`src/rtl/console_pkg.sv`:
```
// Shared console definitions: byte width, line terminator, arbiter state type
// and a saturating counter helper.
package console_pkg;

    localparam int unsigned CONSOLE_BYTE_W = 8;
    localparam logic [CONSOLE_BYTE_W-1:0] CONSOLE_LINE_END = 8'h0A;

    typedef enum logic [0:0] {
        ARB_IDLE,
        ARB_LOCKED
    } arb_state_t;

    // 8-bit increment that sticks at all-ones instead of wrapping.
    function automatic logic [7:0] sat_inc8(input logic [7:0] v);
        return (v == '1) ? v : v + 8'd1;
    endfunction

endpackage

```
`src/rtl/console_put_arbiter_rr_pick.sv`:
```
// Combinational round-robin selector: returns the first asserted request
// searching last+1, last+2, ... modulo NUM_REQ. Also used by the drain scheduler.
module rr_pick #(
    parameter int unsigned NUM_REQ = 2,
    parameter int unsigned GRANT_W = (NUM_REQ > 1) ? $clog2(NUM_REQ) : 1
) (
    input  logic [NUM_REQ-1:0] req,
    input  logic [GRANT_W-1:0] last,
    output logic [GRANT_W-1:0] pick_id,
    output logic               pick_valid
);

    logic [31:0]        idx_full;
    logic [GRANT_W-1:0] idx;

    // Walk the ring starting just after the previous winner; first hit wins.
    always_comb begin
        pick_id    = '0;
        pick_valid = 1'b0;
        idx_full   = '0;
        idx        = '0;
        for (int unsigned off = 1; off <= NUM_REQ; off++) begin
            idx_full = (32'(last) + off) % NUM_REQ;
            idx      = GRANT_W'(idx_full);
            if (!pick_valid && req[idx]) begin
                pick_valid = 1'b1;
                pick_id    = idx;
            end
        end
    end

endmodule

```
`src/rtl/console_put_arbiter.sv`:
```
// Line-locked round-robin arbiter sharing the CPU console put method among
// NUM_REQ byte sources. A grant is held until LINE_END, MAX_BURST bytes,
// IDLE_TIMEOUT quiet cycles, or loss of cpu_reset_completed.
module console_put_arbiter
    import console_pkg::*;
#(
    parameter int unsigned                NUM_REQ      = 2,
    parameter int unsigned                MAX_BURST    = 64,
    parameter int unsigned                IDLE_TIMEOUT = 16,
    parameter logic [CONSOLE_BYTE_W-1:0]  LINE_END     = CONSOLE_LINE_END,
    parameter int unsigned                GRANT_W      = (NUM_REQ > 1) ? $clog2(NUM_REQ) : 1
) (
    input  logic                              clk,
    input  logic                              rst_n,
    input  logic                              cpu_reset_completed,
    input  logic [NUM_REQ-1:0]                req_valid,
    input  logic [NUM_REQ*CONSOLE_BYTE_W-1:0] req_data,
    output logic [NUM_REQ-1:0]                req_ready,
    input  logic                              RDY_put_from_console_put,
    output logic [CONSOLE_BYTE_W-1:0]         put_from_console_put,
    output logic                              EN_put_from_console_put,
    output logic                              grant_valid,
    output logic [GRANT_W-1:0]                grant_id,
    output logic [15:0]                       bytes_forwarded
);

    arb_state_t                 state_q, state_d;
    logic [GRANT_W-1:0]         grant_id_q, grant_id_d;
    logic [GRANT_W-1:0]         last_grant_q, last_grant_d;
    logic [7:0]                 burst_cnt_q, burst_cnt_d;
    logic [7:0]                 idle_cnt_q, idle_cnt_d;
    logic [15:0]                bytes_q, bytes_d;

    logic                       go;
    logic                       xfer;
    logic                       release_now;
    logic [CONSOLE_BYTE_W-1:0]  sel_data;
    logic                       sel_valid;
    logic [GRANT_W-1:0]         pick_id;
    logic                       pick_valid;

    assign go = cpu_reset_completed & RDY_put_from_console_put;

    rr_pick #(
        .NUM_REQ (NUM_REQ),
        .GRANT_W (GRANT_W)
    ) u_pick (
        .req        (req_valid),
        .last       (last_grant_q),
        .pick_id    (pick_id),
        .pick_valid (pick_valid)
    );

    // Select the current holder's byte and valid flag.
    always_comb begin
        sel_data  = '0;
        sel_valid = 1'b0;
        for (int unsigned i = 0; i < NUM_REQ; i++) begin
            if (grant_id_q == GRANT_W'(i)) begin
                sel_data  = req_data[i*CONSOLE_BYTE_W +: CONSOLE_BYTE_W];
                sel_valid = req_valid[i];
            end
        end
    end

    // Next-state, counter updates and port outputs for the grant FSM.
    always_comb begin
        state_d                 = state_q;
        grant_id_d              = grant_id_q;
        last_grant_d            = last_grant_q;
        burst_cnt_d             = burst_cnt_q;
        idle_cnt_d              = idle_cnt_q;
        bytes_d                 = bytes_q;
        xfer                    = 1'b0;
        release_now             = 1'b0;
        EN_put_from_console_put = 1'b0;
        put_from_console_put    = '0;
        req_ready               = '0;

        unique case (state_q)
            ARB_IDLE: begin
                if (cpu_reset_completed && pick_valid) begin
                    state_d    = ARB_LOCKED;
                    grant_id_d = pick_id;
                end
            end

            ARB_LOCKED: begin
                put_from_console_put    = sel_data;
                xfer                    = sel_valid & go;
                EN_put_from_console_put = xfer;
                for (int unsigned i = 0; i < NUM_REQ; i++) begin
                    req_ready[i] = go && (grant_id_q == GRANT_W'(i));
                end

                if (!cpu_reset_completed) begin
                    release_now = 1'b1;
                end else if (xfer) begin
                    burst_cnt_d = sat_inc8(burst_cnt_q);
                    idle_cnt_d  = '0;
                    bytes_d     = bytes_q + 16'd1;
                    if (sel_data == LINE_END || burst_cnt_d >= 8'(MAX_BURST)) begin
                        release_now = 1'b1;
                    end
                end else if (!sel_valid) begin
                    // Stalls from RDY with data pending are not idleness.
                    idle_cnt_d = sat_inc8(idle_cnt_q);
                    if (idle_cnt_d >= 8'(IDLE_TIMEOUT)) begin
                        release_now = 1'b1;
                    end
                end

                if (release_now) begin
                    state_d      = ARB_IDLE;
                    last_grant_d = grant_id_q;
                    burst_cnt_d  = '0;
                    idle_cnt_d   = '0;
                end
            end

            default: state_d = ARB_IDLE;
        endcase
    end

    // State and counter registers, asynchronously cleared.
    always_ff @(posedge clk or negedge rst_n) begin
        if (!rst_n) begin
            state_q      <= ARB_IDLE;
            grant_id_q   <= '0;
            last_grant_q <= GRANT_W'(NUM_REQ - 1);
            burst_cnt_q  <= '0;
            idle_cnt_q   <= '0;
            bytes_q      <= '0;
        end else begin
            state_q      <= state_d;
            grant_id_q   <= grant_id_d;
            last_grant_q <= last_grant_d;
            burst_cnt_q  <= burst_cnt_d;
            idle_cnt_q   <= idle_cnt_d;
            bytes_q      <= bytes_d;
        end
    end

    assign grant_valid     = (state_q == ARB_LOCKED);
    assign grant_id        = grant_id_q;
    assign bytes_forwarded = bytes_q;

endmodule
```
`config.mk`:
```
export PLATFORM = sky130hd
export DESIGN_NAME = console_put_arbiter
export DESIGN_NICKNAME = d
export VERILOG_FILES = /design/src/rtl/console_pkg.sv /design/src/rtl/console_put_arbiter_rr_pick.sv /design/src/rtl/console_put_arbiter.sv
export SDC_FILE = /design/constraint.sdc
export NUM_CORES = 1
export LEC_CHECK = 0
export ABC_AREA = 1
export CELL_PAD_IN_SITES_DETAIL_PLACEMENT = 2
export CELL_PAD_IN_SITES_GLOBAL_PLACEMENT = 2
export CORE_MARGIN = 8
export CORE_UTILIZATION = 25
export DETAILED_ROUTE_END_ITERATION = 12
export PLACE_DENSITY_LB_ADDON = 0.1
export RECOVER_POWER = 100
export REMOVE_ABC_BUFFERS = 1
export SYNTH_ARGS = -nofsm -noshare
export SYNTH_HDL_FRONTEND = slang
export SYNTH_HIERARCHICAL = 1
export SYNTH_SLANG_ARGS = --single-unit
export TNS_END_PERCENT = 20
```
`constraint.sdc`:
```
create_clock -name clk -period 1.7 [get_ports clk]
set_clock_uncertainty 0.1 [all_clocks]
set_input_delay 0.51 -clock clk [delete_from_list [all_inputs] [get_ports clk]]
set_output_delay 0.51 -clock clk [all_outputs]
set_load 0.01 [all_outputs]
```
==> results.md, run 1 <==
- Run status: finished with violations
- Violated checks: negative setup slack
- Synth Flop Type: dfrtp_1
- Buf/Inv on CP: 2
- Clk slew on worst S/H paths: 0.07 ns
- Startpoint types: flop
- Pins Over Slew Limit: 0
- Post-synth top cells: nand2_1 (80), inv_1 (42), nor2_1 (37)
- PortBufs: 50
- Core footprint: 8260 µm²
- Root Driver: clkbuf_8
- Most frequent cell after synthesis: nand2_1
- Residual DRC count: 0
- Nets: 435
- Layout cell share with drive strength beyond 1: 36.7%
- Fin crit period: 1.89 ns
- Max incr delay on CP: 0.44 ns
- H-tree levels: 2
- Ports: 51
- Starting density of the core: 25.9%
- Flops & latches, synth: 35
- Max VDD drop: 0.659 mV
- Post-route insts no fill: 516
- Sink Count: 35
- GRT Total Usage: 13.1%
- Max Cap Violations: 0
- Avg Cell Area, Syn: 7.36 µm²
- Vias per inst: 4.50
- Slew margin rel.: 38.1%
- Crit-path slowest cell: dfrtp_2
- Pleak: 1.80 nW
- Yosys cell types: 30
- Ys Warns: 6
- Seq/Total Area, Yosys: 40.9%
- First-pass GRT wire length: 12.6 mm
- Fmax: 0.530 GHz
- Post-synth EDFFs: 0
- # rows: 33
- Slew @ Worst Pin: 0.928 ns
- DR pass1 iterations: 4
- Setup TNS: -2.34 ns
- Initial antenna violation count: 0
- Count of final hold-check violations: 0
- DR iter-0 viols: 32
- Design Power: 3.38 mW
- Hold slack: 0.335 ns
- Drt total wl: 7.43 mm
- Yosys top cell area share: 39.7%
- Die ar.: 11,800 µm²
- RSZ-0062 raised after global routing: true
- Final core utilization: 41.9%
- Min-Delay Path Class: in2async
- Final global-route overflow total: 0
- CTS tree: built
- Post-Syn Area: 2140 µm²
- Max Root-Sink Buffers: 2
- Worst skew pair latency: 0.28 ns
- Worst setup margin: -0.188 ns
- Synth area leaders: dfrtp_1 (40%), nand2_1 (14%), inv_1 (7.4%)
- Pwr per Cell Area: 977 nW/µm²
- Layout area overhead: 61.4%
- Vias after detailed routing: 2,323
- Worst Path Arrival: 1.28 ns
- CP Class: reg2out
- Final worst-path cycle share: 111%
- Req. time, crit path: 1.09 ns
- Post-Syn Instances: 291
- Final setup vio count: 28
- Vias in the first global route: 2,666
- Routability-driven placement congestion ratio: 0.759
- Async set-reset flop share out of synthesis: 100%
- Die X: 109 µm
- DR WL/cell: 14.4 µm
- Area leader, netlist: dfrtp_1
- CTS Buf Count: 5
- Critical path's top delay family: flip-flops
- Die height: 109 µm
- Post-DRT Antenna Nets: 0
- Hold-fix buffers, CTS: 0
- Placed Cells incl. Taps: 502
- Largest net degree at the start of global routing: 36
- CP Max Fanout: 9
- Diode count: 0
- Critical path cell sequence: buf_12 > nand2_4 > o21ai_4 > nor2_8 > buf_6
- HPWL after detailed placement: 5.86 mm
- Worst Setup End Kind: output port
worst reg2reg max path, stage by stage (launching register included):
cell	delay, ns
dfrtp_2	0.44
buf_12	0.16
nand2_4	0.08
o21ai_4	0.07
nor2_8	0.13
buf_6	0.15
inv_8	0.05
nor2_4	0.10
nand3_1	0.10
nor2_2	0.12
nand3_1	0.10
xnor2_1	0.13
per-layer routing:
metal / track usage (%) / share of wire [%] / up-vias
met5: 0 / 0 / -
met4: 2.35 / 0.51 / 0
met2: 22.2 / 49 / 33
li1: - / - / 1149
met3: 2.56 / 2.9 / 4
met1: 16.9 / 47 / 1137
kinds of logic after synthesis:
| group | after synthesis | synth area share (%) |
|---|---|---|
| simple gates | 165 | 34.9 |
| buf+inv | 47 | 8.70 |
| flops | 35 | 40.9 |
| compound gates | 20 | 5.08 |
| xor+xnor | 20 | 8.18 |
| fa+ha+maj | 3 | 1.75 |
| mux | 1 | 0.467 |
flip-flops by register name (all words and copies together), names as in the netlist:
name             cells
burst_cnt_q          8
bytes_forwarded     16
grant_id             1
grant_valid          1
idle_cnt_q           8
last_grant_q         1
cell type report:
cell class	count	area, µm²
clock inverters	3	43.8
fillers	955	4800
clock buffers	5	68.8
inverters	46	185
repair buffers	113	890
well taps	105	131
flip-flops and latches	35	880
multi-input cells	209	1260
stage by stage:
| step | area (µm²) | setup slack [ns] |
|---|---|---|
| 2_1_floorplan | 2130 | -0.0604 |
| 3_3_place_gp | 3210 | -0.801 |
| 3_5_place_dp | 3210 | -0.812 |
| 4_1_cts | 3360 | -0.222 |
| 5_1_grt | 3460 | -0.278 |
| 6_report | 3460 | -0.188 |
placed cells by master (no fill, tap or decap), types with 4 or more instances in the layout:
cell type	instances
nor2_1	25
xor2_1	13
o21ai_0	6
a21oi_1	6
dfrtp_1	32
nor2_2	13
o21ai_2	4
xnor2_1	7
nand2_2	15
dlygate4sd2_1	32
buf_4	56
clkbuf_8	5
nand3_1	18
inv_1	39
buf_2	14
nand4_1	8
nand3_2	5
buf_6	7
nand2_1	66
what timing repair did:
| item | 4_1_cts | 5_1_grt |
|---|---|---|
| resized for setup | 134 | 29 |
| pin swaps | 26 | 11 |
| setup endpoints to repair | 59 | 39 |
| buffers inserted | 4 | 2 |
worst paths after layout:
kind                                    from                       to  slack, ns  cells after the start
worst max-delay path                grant_id  EN_put_from_console_put      -0.19                      5
worst min-delay path                   rst_n           burst_cnt_q[5]       0.33                      2
worst max register to register      grant_id      bytes_forwarded[11]      -0.14                     11
worst min register to register  last_grant_q             last_grant_q       0.37                      2
max in group asynchronous              rst_n                 grant_id       0.53                      2
min in group clk                last_grant_q             last_grant_q       0.37                      2
power by group:
| group | internal [mW] | switching (mW) | leakage (nW) |
|---|---|---|---|
| combinational | 0.710 | 0.794 | 1.29 |
| clock | 0.437 | 0.315 | 0.0581 |
| sequential | 0.987 | 0.138 | 0.447 |
Note: power is estimated with default switching activity, not from simulation.
==> inputs of run 2 (changes only) <==
--- a/config.mk
+++ b/config.mk
@@ -8,12 +8,12 @@
 export ABC_AREA = 1
 export CELL_PAD_IN_SITES_DETAIL_PLACEMENT = 2
 export CELL_PAD_IN_SITES_GLOBAL_PLACEMENT = 2
-export CORE_MARGIN = 8
 export CORE_UTILIZATION = 25
 export DETAILED_ROUTE_END_ITERATION = 12
 export PLACE_DENSITY_LB_ADDON = 0.1
 export RECOVER_POWER = 100
 export REMOVE_ABC_BUFFERS = 1
+export SLEW_MARGIN = 20
 export SYNTH_ARGS = -nofsm -noshare
 export SYNTH_HDL_FRONTEND = slang
 export SYNTH_HIERARCHICAL = 1
==> run 2 against run 1 <==
- the flow still finishes with violations (negative setup slack)
- sequential cell count did not move
- hold slack improved by 0.059 ns
- highest routed layer unchanged
- cell area rose by 1.4%
- fmax fell by 0.14%
==> results.md, run 2 (synthesis gave the netlist of run 1 again) <==
- Multi-input logic area: 1290 µm² (+2.3%)
- Slew margin rel.: 65.7% (+28 points)
- PortBufs: 50 (unchanged)
- HPWL after detailed placement: 6.00 mm (+2.4%)
- DR pass1 iterations: 4 (unchanged)
- Diode count: 0 (unchanged)
- Min-Delay Path Class: reg2reg
- Worst Setup End Kind: output port
- Slew @ Worst Pin: 0.515 ns (-0.413 ns)
- # rows: 33 (unchanged)
- Pins Over Slew Limit: 0 (unchanged)
- Largest net degree at the start of global routing: 20 (-44%)
- Final setup vio count: 24 (-14%)
- DR WL/cell: 14.7 µm (+2.4%)
- Startpoint types: flop
- Max VDD drop: 0.509 mV (-23%)
- Max reg flops: 16 (unchanged)
- CTS tree: built
- Hold slack: 0.394 ns (+0.0593 ns)
- Die X: 94.6 µm (-13%)
- Vias per inst: 4.51 (+0.21%)
- Routability-driven placement congestion ratio: 0.741 (-2.4%)
- Sw frac: 39.0% (+2.1 points)
- DR iter-0 viols: 38 (+19%)
- Worst Path Arrival: 1.28 ns (about the same)
- Max Root-Sink Buffers: 2 (unchanged)
- Worst skew pair latency: 0.29 ns (about the same)
- Die ar.: 8940 µm² (-24%)
- CP Class: reg2out
- Pleak: 1.83 nW (+2.1%)
- Vias after detailed routing: 2,355 (+1.4%)
- Count of final hold-check violations: 0 (unchanged)
- Residual DRC count: 0 (unchanged)
- GRT Total Usage: 18.3% (+5.2 points)
- Req. time, crit path: 1.09 ns (about the same)
- CTS Buf Count: 5 (unchanged)
- Fmax: 0.529 GHz (-0.14%)
- First-pass GRT wire length: 12.6 mm (about the same)
- Crit-path slowest cell: dfrtp_2
- Most common cell after layout, fill and taps aside: nand2_1
- Max Cap Violations: 0 (unchanged)
- Root Driver: clkbuf_8
- Sequential power share: 34.7% (+1.4 points)
- Starting density of the core: 25.9% (unchanged)
- Core footprint: 8260 µm² (unchanged)
- Worst setup margin: -0.191 ns (-0.00266 ns)
- DP Area: 3260 µm² (+1.6%)
- Commonest cells after routing, fill and taps aside: nand2_1 (60), buf_4 (59), inv_1 (38)
- Pwr per Cell Area: 933 nW/µm² (-4.5%)
- Die height: 94.6 µm (-13%)
- Sink Count: 35 (unchanged)
- Register Area: 881 µm² (+0.14%)
- Layout area overhead: 63.7%
- Hold-fix buffers, CTS: 0 (unchanged)
- Drt total wl: 7.69 mm (+3.6%)
- Initial antenna violation count: 0 (unchanged)
- Final worst-path cycle share: 111% (+0.16 points)
- Fin crit period: 1.89 ns (+0.00266 ns)
- H-tree levels: 2 (unchanged)
- CP Max Fanout: 4 (-5)
- Clock power frac: 19.0% (-3.3 points)
- Post-DRT Antenna Nets: 0 (unchanged)
- Violated checks: negative setup slack
- Run status: finished with violations
- Clk slew on worst S/H paths: 0.07 ns (about the same)
- RSZ-0062 raised after global routing: true
- Nets: 441 (+1.4%)
- Fill cells: 967 (+1.3%)
- Ports: 51 (unchanged)
- Design Power: 3.27 mW (-3.2%)
- Vias in the first global route: 2,545 (-4.5%)
- Post-route cell area: 3510 µm² (+1.4%)
- Final global-route overflow total: 0 (unchanged)
- Switch Pwr: 1.28 mW (+2.3%)
- Max incr delay on CP: 0.46 ns (+0.02 ns)
- Cell mode on critical path: buf_6
- Layout cell share with drive strength beyond 1: 39.6% (+2.8 points)
- Critical path cell sequence: buf_6 > o21ai_4 > nor2_8 > buf_6
- Comb power frac: 46.3% (+1.8 points)
- Internal power: 2.00 mW (-6.4%)
run 2: cell types whose count changed in the layout (fill, tap and decap cells not counted), sizes merged:
cell           delta
buf               +1
clkinvlp          +1
inv               +1
clkdlybuf4s15     +1
clkinv            -2
dlygate4sd3       +1
bufinv            -1
clkbuf            +4
run 2: worst max-delay path, delay by kind of cell (launching register included):
| kind | cells | cell delay [ns] |
|---|---|---|
| AOI/OAI and AO/OA | 1 | 0.20 |
| buffers and inverters | 2 | 0.27 |
| DFF | 1 | 0.46 |
| and+or+nand+nor | 1 | 0.06 |
run 2: area by class of cell:
| cell class | count | share of cell area [%] |
|---|---|---|
| clock inverters | 2 | 0.357 |
| clock buffers | 6 | 2.07 |
| repair buffers | 119 | 26.7 |
| well taps | 105 | 3.75 |
| inverters | 46 | 5.32 |
| multi-input cells | 209 | 36.7 |
| flip-flops and latches | 35 | 25.1 |
run 2: worst paths after layout:
path	slack (ns)	cells past startpoint	endpoint	start
worst max-delay path	-0.19	4	EN_put_from_console_put	grant_id
worst min-delay path	0.39	2	last_grant_q	last_grant_q
worst max register to register	-0.14	11	bytes_forwarded[11]	grant_id
worst min register to register	0.39	2	last_grant_q	last_grant_q
max in group asynchronous	0.22	2	idle_cnt_q[2]	rst_n
min in group asynchronous	0.46	1	grant_valid	rst_n
run 2: per-stage QoR:
stage	utilization [%]	cells	TNS, ns	setup WS [ns]
floorplan	-	290	-0.232	-0.0604
global placement	39.5	508	-23.02	-0.788
detailed placement	39.5	508	-24.59	-0.787
CTS	41.0	518	-4.12	-0.226
global route	42.5	522	-5.66	-0.245
finish	42.5	522	-2.87	-0.191
run 2: routing by layer:
layer / track usage [%] / vias to the layer above / share of wire [%]
met5: 0 / - / 0
met4: 4.17 / 0 / 0.62
met3: 2.74 / 5 / 2.6
met2: 33.3 / 30 / 52
met1: 22.7 / 1158 / 45
li1: - / 1162 / -
run 2: power by group through the flow:
stage / registers (mW) / clock network [mW] / logic, mW
after floorplan: 1.21 / 0 / 0.475
after global placement: 1.12 / 0 / 1.43
after detailed placement: 1.13 / 0 / 1.47
after CTS: 1.13 / 0.650 / 1.49
after global routing: 1.16 / 0.679 / 1.67
final: 1.14 / 0.620 / 1.52
run 2: timing repair:
action / in CTS / in global routing
endpoints found under the setup margin: 58 / 38
gates cloned: 0 / 0
gates resized for setup: 135 / 42
pin swaps: 29 / 24
setup buffers: 2 / 4
